**config.mk**
```make
export PLATFORM = sky130hd
export DESIGN_NAME = ifetch_assembler
export DESIGN_NICKNAME = d
export VERILOG_FILES = /design/src/rtl/rv523_ifetch_pkg.sv /design/src/rtl/ifetch_assembler.sv
export SDC_FILE = /design/constraint.sdc
export NUM_CORES = 1
export LEC_CHECK = 0
export BUFFER_PORTS_ARGS = -buffer_cell sky130_fd_sc_hd__buf_2
export CAP_MARGIN = 40
export CELL_PAD_IN_SITES_DETAIL_PLACEMENT = 0
export CELL_PAD_IN_SITES_GLOBAL_PLACEMENT = 1
export CORE_ASPECT_RATIO = 1.4
export CORE_UTILIZATION = 35
export DETAILED_ROUTE_END_ITERATION = 10
export PLACE_DENSITY_LB_ADDON = 0.05
export SKIP_LAST_GASP = 1
export SLEW_MARGIN = 25
export SYNTH_ARGS = -nofsm -noshare
export SYNTH_HDL_FRONTEND = slang
export SYNTH_SLANG_ARGS = --single-unit
```
**constraint.sdc**
```tcl
create_clock -name clk -period 2.71 [get_ports clk]
set_input_delay 0.271 -clock clk [delete_from_list [all_inputs] [get_ports clk]]
set_output_delay 0.271 -clock clk [all_outputs]
set_load 0.01 [all_outputs]
```
**src/rtl/rv523_ifetch_pkg.sv**
```systemverilog
// Shared types and constants for the RV523 instruction-fetch front end.
package rv523_ifetch_pkg;

  typedef enum logic [0:0] {
    StFetch,
    StHold
  } ifetch_state_e;

  localparam int unsigned BYTES_PER_INSTR = 4;
  localparam logic [1:0]  OPC_FULL_LSB    = 2'b11;
  localparam int unsigned PC_INCR         = 4;

endpackage

```
**src/rtl/ifetch_assembler.sv**
```systemverilog
// Assembles 32-bit instructions from four byte reads and hands them to decode
// over a valid/ready handshake; owns the fetch PC and accepts redirects.
module ifetch_assembler
  import rv523_ifetch_pkg::*;
#(
  parameter int unsigned       ADDR_W   = 16,
  parameter logic [ADDR_W-1:0] RESET_PC = '0
) (
  input  logic              clk,
  input  logic              rst_n,
  input  logic              redirect,
  input  logic [ADDR_W-1:0] redirect_pc,
  output logic              mem_req,
  output logic [ADDR_W-1:0] mem_addr,
  input  logic              mem_ack,
  input  logic [7:0]        mem_rdata,
  output logic [31:0]       instr,
  output logic [ADDR_W-1:0] instr_pc,
  output logic              instr_valid,
  input  logic              instr_ready,
  output logic              instr_illegal
);

  localparam logic [1:0] LastIdx = 2'(BYTES_PER_INSTR - 1);

  ifetch_state_e     state_q, state_d;
  logic [ADDR_W-1:0] pc_q, pc_d;
  logic [1:0]        idx_q, idx_d;
  logic              req_q, req_d;
  logic [31:0]       instr_q, instr_d;
  logic [ADDR_W-1:0] ipc_q, ipc_d;
  logic              valid_q, valid_d;

  // Redirect targets are word aligned; the low bits are intentionally dropped.
  logic unused_redirect_lsb;
  assign unused_redirect_lsb = ^redirect_pc[1:0];

  always_comb begin
    state_d = state_q;
    pc_d    = pc_q;
    idx_d   = idx_q;
    req_d   = req_q;
    instr_d = instr_q;
    ipc_d   = ipc_q;
    valid_d = valid_q;
    if (redirect) begin
      // Redirect beats both a same-cycle ack and a same-cycle decode accept.
      state_d = StFetch;
      pc_d    = {redirect_pc[ADDR_W-1:2], 2'b00};
      idx_d   = 2'd0;
      req_d   = 1'b1;
      valid_d = 1'b0;
    end else begin
      unique case (state_q)
        StFetch: begin
          req_d = 1'b1;
          if (req_q && mem_ack) begin
            instr_d[{idx_q, 3'b000} +: 8] = mem_rdata;
            idx_d = idx_q + 2'd1;
            if (idx_q == LastIdx) begin
              state_d = StHold;
              req_d   = 1'b0;
              valid_d = 1'b1;
              ipc_d   = pc_q;
            end
          end
        end
        StHold: begin
          if (instr_ready) begin
            state_d = StFetch;
            pc_d    = pc_q + ADDR_W'(PC_INCR);
            idx_d   = 2'd0;
            req_d   = 1'b1;
            valid_d = 1'b0;
          end
        end
      endcase
    end
  end

  always_ff @(posedge clk or negedge rst_n) begin
    if (!rst_n) begin
      state_q <= StFetch;
      pc_q    <= RESET_PC;
      idx_q   <= 2'd0;
      req_q   <= 1'b0;
      instr_q <= 32'h0;
      ipc_q   <= RESET_PC;
      valid_q <= 1'b0;
    end else begin
      state_q <= state_d;
      pc_q    <= pc_d;
      idx_q   <= idx_d;
      req_q   <= req_d;
      instr_q <= instr_d;
      ipc_q   <= ipc_d;
      valid_q <= valid_d;
    end
  end

  assign mem_req     = req_q;
  assign mem_addr    = pc_q + ADDR_W'(idx_q);
  assign instr       = instr_q;
  assign instr_pc    = ipc_q;
  assign instr_valid = valid_q;
  // Gated by valid so the idle/reset value of the flag reads as legal.
  assign instr_illegal = valid_q && (instr_q[1:0] != OPC_FULL_LSB);

endmodule

```
Word-level counts from Yosys, hierarchy flattened
Cells that the tools add are included.
{ "totals": {"reg_bits": 69, "word_cells": 52} }
{ "op_classes": {"n_mux": 23, "n_bitwise": 2, "n_eq_ne": 5, "addsub": 4, "shifts": 2, "reduce_logical": 9} }
{ "op_table": {"columns": ["cell", "count"], "rows": [
  ["16-bit 2-to-1 mux", 3],
  ["32-bit bitwise mux", 1],
  ["8-bit by 7-bit variable shift with 32-bit output, first input constant", 1],
  ["8-bit by 7-bit indexed part select with 32-bit output", 1],
  ["16-bit by 2-bit adder with 16-bit output", 1],
  ["16-bit by 3-bit adder with 16-bit output, second input constant", 1],
  ["1-bit 2-to-1 mux", 12],
  ["3-bit != test, second input constant", 3],
  ["5-bit negation with 7-bit output", 1],
  ["2-bit 2-to-1 mux", 3],
  ["1-bit one-hot mux with 2 select lines", 3],
  ["3-bit AND reduction", 2],
  ["2-bit one-hot mux with 2 select lines", 1],
  ["2-bit AND reduction", 2],
  ["4-bit AND reduction", 1],
  ["2-bit nonzero test", 2],
  ["2-bit by 1-bit adder with 2-bit output, second input constant", 1],
  ["2-bit equality test, second input constant", 1],
  ["1-bit logical AND", 2],
  ["2-bit != test, second input constant", 1],
  ["1-bit inverter", 2]
]} }

Longest topological paths before layout
{ "depth": {"depth_word": 5, "mapped_depth": 7, "depth_no_buf": 6} }

Worst setup path before layout
OpenSTA, ideal clock, no wires.
{ "synth_timing": {"path_type": "reg-to-reg", "from": "register idx_q[0]", "to": "register instr_q[24], in the netlist instr[24]", "required_time_ps": 2627, "stages_incl_launch_ff": 6, "arrival_time_ps": 1673, "setup_ps": 83, "path_buffers": 0, "synth_period_minus_slack_ps": 1756, "setup_slack_ps": 954, "path_cell_list": "dfrtp_1 > inv_1 > ha_1 > nor3_1 > nand2_1 > o21ai_0"} }
{ "synth_via": {"elab_chain_len": 3} }
{ "synth_lines": {"columns": ["item", "line_no", "text"], "rows": [
  ["start: declaration", "ifetch_assembler.sv:28", "logic [1:0] idx_q, idx_d;"],
  ["start signal: assignment", "ifetch_assembler.sv:93", "idx_q <= idx_d;"],
  ["5-bit negation with 7-bit output (*)", "ifetch_assembler.sv:58", "instr_d[{idx_q, 3'b000} +: 8] = mem_rdata;"],
  ["8-bit by 7-bit indexed part select with 32-bit output or 8-bit by 7-bit variable shift with 32-bit output (tied branches)", "ifetch_assembler.sv:58", null],
  ["32-bit bitwise mux (*)", "ifetch_assembler.sv:58", null],
  ["end signal: assignment", "ifetch_assembler.sv:95", "instr_q <= instr_d;"],
  ["end: declaration", "ifetch_assembler.sv:30", "logic [31:0] instr_q, instr_d;"]
]} }
Every way passes the cells marked *; elsewhere a longest branch is shown, timed or not.
A chain may end at the register's enable or synchronous reset.

Worst setup path in the final report
{ "layout_timing": {"from": "register idx_q[0]", "to": "register instr_q[2], in the netlist instr[2]"} }
Same word-level chain as after synthesis.

==> impl_metrics.env <==
export IMPL_dp_slack_ps=795.7
export IMPL_first_global_vias=2291
export IMPL_crit_path_end_kind="flop"
export IMPL_grt_max_degree=38
export IMPL_synth_top_family_by_area="simple AND/OR/NAND/NOR gates"
export IMPL_synth_largest_area_cell="dfrtp_1"
export IMPL_crit_path_start="idx_q[0]$_DFFE_PN0P_"
export IMPL_setup_viol=0
export IMPL_cts_sinks=65
export IMPL_rows=39
export IMPL_multi_input_area_um2=1124
export IMPL_numCtsBuffers=9
export IMPL_ir_drop_mv=0.3819
export IMPL_ff_latch_area_um2=1627
export IMPL_worst_clock_skew_ps=5.007
export IMPL_finalWorstSetupSlack_ps=801.1
export IMPL_initial_core_util=0.3608
export IMPL_first_iter_violations=98
export IMPL_ant_nets=0
export IMPL_hp_class="in2reg"
export IMPL_synth_area_leaders="dfrtp_1 (55%), nand2_1 (9.7%), o21ai_0 (7.8%)"
export IMPL_dp_hpwl_um=5039
export IMPL_min_from="redirect_pc[11]"
export IMPL_fillCellCount=837
export IMPL_synth_seq_cells=65
export IMPL_layout_min_cycle_time_ps=1909
export IMPL_cts_max_level=3
export IMPL_gp_congestion=0.7339
export IMPL_cts_setup_buffers=0
export IMPL_status="complete, no violations"
export IMPL_drc=0
export IMPL_die_x_um=79.47
export IMPL_p_total_mw=2.512
export IMPL_crit_required_ps=2950
export IMPL_max_slew_margin=0.5975
export IMPL_diodes=0
export IMPL_layout_drive_gt1_share=0.3030
export IMPL_cts_resized_gates=0
export IMPL_coreArea_um2=8149
export IMPL_synth_area_um2=2940
export IMPL_overflow=0
export IMPL_cts_tree="built"
export IMPL_yosys_area_share_adder=0.02553
export IMPL_synth_simple_area_share=0.1723
export IMPL_clock_path_buffers=2
export IMPL_fmax_ghz=0.5239
export IMPL_yosys_warnings=0
export IMPL_crit_slowest_cell="dfrtp_1"
export IMPL_grtUsageTotal=0.1751
export IMPL_yosysUniqueCellTypes=32
export IMPL_fin_nets=429
export IMPL_wl_um=6979
export IMPL_ioPinCount=96
export IMPL_worst_hold_slack_ps=153.7
export IMPL_rr_startpoint="idx_q[0]$_DFFE_PN0P_"
export IMPL_post_drt_wl_per_cell_um=14.01
export IMPL_hold_path_cell_count=3
export IMPL_antenna_found_initial=0
export IMPL_ys_seq_area_frac=0.5532
export IMPL_maxCapViolCount=0
export IMPL_avgViaCountPerCell=4.715
export IMPL_rr_worst_depth=6
export IMPL_setup_worst_path_start_class="flop"
export IMPL_numPortBuffers=91
export IMPL_critPathArrivalTime_ps=2150
export IMPL_root_buffer="clkbuf_16"
export IMPL_worstMarginPinSlew_ps=603.5
export IMPL_min_period_over_period=0.7044
export IMPL_die_h_um=110.5
export IMPL_synthCells=313
export IMPL_synthMuxAreaShare=0.04553
export IMPL_finalHoldViolations=0
export IMPL_criticalPathCategory="reg2reg"
export IMPL_die_area_um2=8777
export IMPL_fin_area_um2=3689
export IMPL_rsz0062_at_grt="false"
export IMPL_clk_latency_ps=320
export IMPL_synth_xor_area_share=0.03277
export IMPL_yosysTopAreaCellShare=0.5532
export IMPL_placement_cell_area_um2=3427
export IMPL_first_pass_iters=3
export IMPL_critPathMaxStageDelay_ps=490
export IMPL_num_vias=2348
export IMPL_tns_ps=0
export IMPL_grt_pass1_wl_um=11400
export IMPL_crit_fanout=8
export IMPL_synth_compound_area_frac=0.1034
export IMPL_regToRegSetupSlack_ps=800
export IMPL_area_growth_pct=25.45
export IMPL_clk_pin_slew_ps=50
export IMPL_p_leak_nw=1.865
export IMPL_slew_violations=0
export IMPL_syn_avg_cell_area_um2=9.394
export IMPL_pwr_density_cell_nw_per_um2=680.9
export IMPL_cp_cell_sequence="inv_1 > ha_1 > nand2b_1 > nor2_1 > nand2_1 > o21ai_0"
==> sequential cells by signal, indices dropped and copies added, names as in the netlist <==
signal       cells
mem_req          1
instr           32
pc_q            14
instr_valid      1
idx_q            2
instr_pc        14
state_q          1
==> power breakdown <==
| group | leakage [nW] | switching [mW] | internal (mW) | total, mW |
|---|---|---|---|---|
| logic | 0.879 | 0.209 | 0.156 | 0.365 |
| clock network | 0.124 | 0.380 | 0.626 | 1.01 |
| registers | 0.862 | 0.0687 | 1.07 | 1.14 |
==> cells in the final DEF, fill, tap and decap left out, drive strengths merged <==
cell type	n
buf	96
nand2	77
dfrtp	65
o21ai	46
inv	15
nand3	15
nor2	14
clkbuf	12
mux2	11
xnor2	9
ha	6
nor3	4
nand4	3
nand2b	2
o31ai	2
nor4	2
xor2	2
a21oi	2
conb	2
a21boi	1
and4bb	1
a211o	1
mux2i	1
a311o	1
o211ai	1
o21a	1
a211oi	1
and2	1
clkinv	1
dlygate4sd3	1
==> cell usage after synthesis (all sizes together) <==
master	number
dfrtp	65
and2	1
ha	6
mux2	11
a311o	1
o21ai	46
nand2b	2
nor3	4
buf	11
nor4	2
a211oi	1
nor2	14
inv	15
a21boi	1
nand2	77
nand3	15
a21oi	2
conb	1
and4bb	1
clkbuf	17
xor2	2
mux2i	1
o31ai	2
xnor2	9
a211o	1
nand4	3
o211ai	1
o21a	1
==> through the flow <==
stage / cells / utilization
2_1_floorplan: 314 / -
3_3_place_gp: 484 / 0.4205
3_5_place_dp: 484 / 0.4205
4_1_cts: 498 / 0.4526
5_1_grt: 498 / 0.4526
6_report: 498 / 0.4526
==> cells by family after synthesis <==
family	count (synthesis)
XOR/XNOR	11
multiplexers	12
flip-flops	65
AND/OR/NAND/NOR	119
adder cells (fa/ha/maj)	6
AO/OA/AOI/OAI	56
buffers and inverters	43
other	1
==> what timing repair did <==
action	CTS	global route
endpoints found under the hold margin	16	0
hold buffers	1	0
endpoints found under the setup margin	0	0
==> cell type report <==
cell class / instances / area share
inverter: 15 / 0.01526
clock buffer: 12 / 0.06682
clock inverter: 1 / 0.001357
multi-input combinational: 206 / 0.3046
tap: 102 / 0.03460
sequential: 65 / 0.4410
timing repair buffer: 97 / 0.1364
==> worst paths after layout <==
check | to
setup / recovery | instr[2]$_DFFE_PN0P_
min in group asynchronous | instr[13]$_DFFE_PN0P_
max in group asynchronous | instr_pc[13]$_DFFE_PN0P_
hold reg to reg | instr[6]$_DFFE_PN0P_
setup reg to reg | instr[2]$_DFFE_PN0P_
hold / removal | pc_q[11]$_DFFE_PN0N_
==> metal layers <==
layer  up-vias  share of wire  GRT usage
li1       1183              -          -
met1      1090           0.43     0.2053
met2        63           0.49     0.2889
met3        12          0.055    0.04876
met4         0          0.021    0.08364
met5         -              0          0
==> worst max-delay path: cells and delay by family, from the launching register on <==
kind                       cells  cell delay (ps)
AOI/OAI and AO/OA              1              150
adders and majority gates      1              370
buffers and inverters          1              180
DFF                            1              490
and+or+nand+nor                3              640
Power figures use the tool's default switching activity.
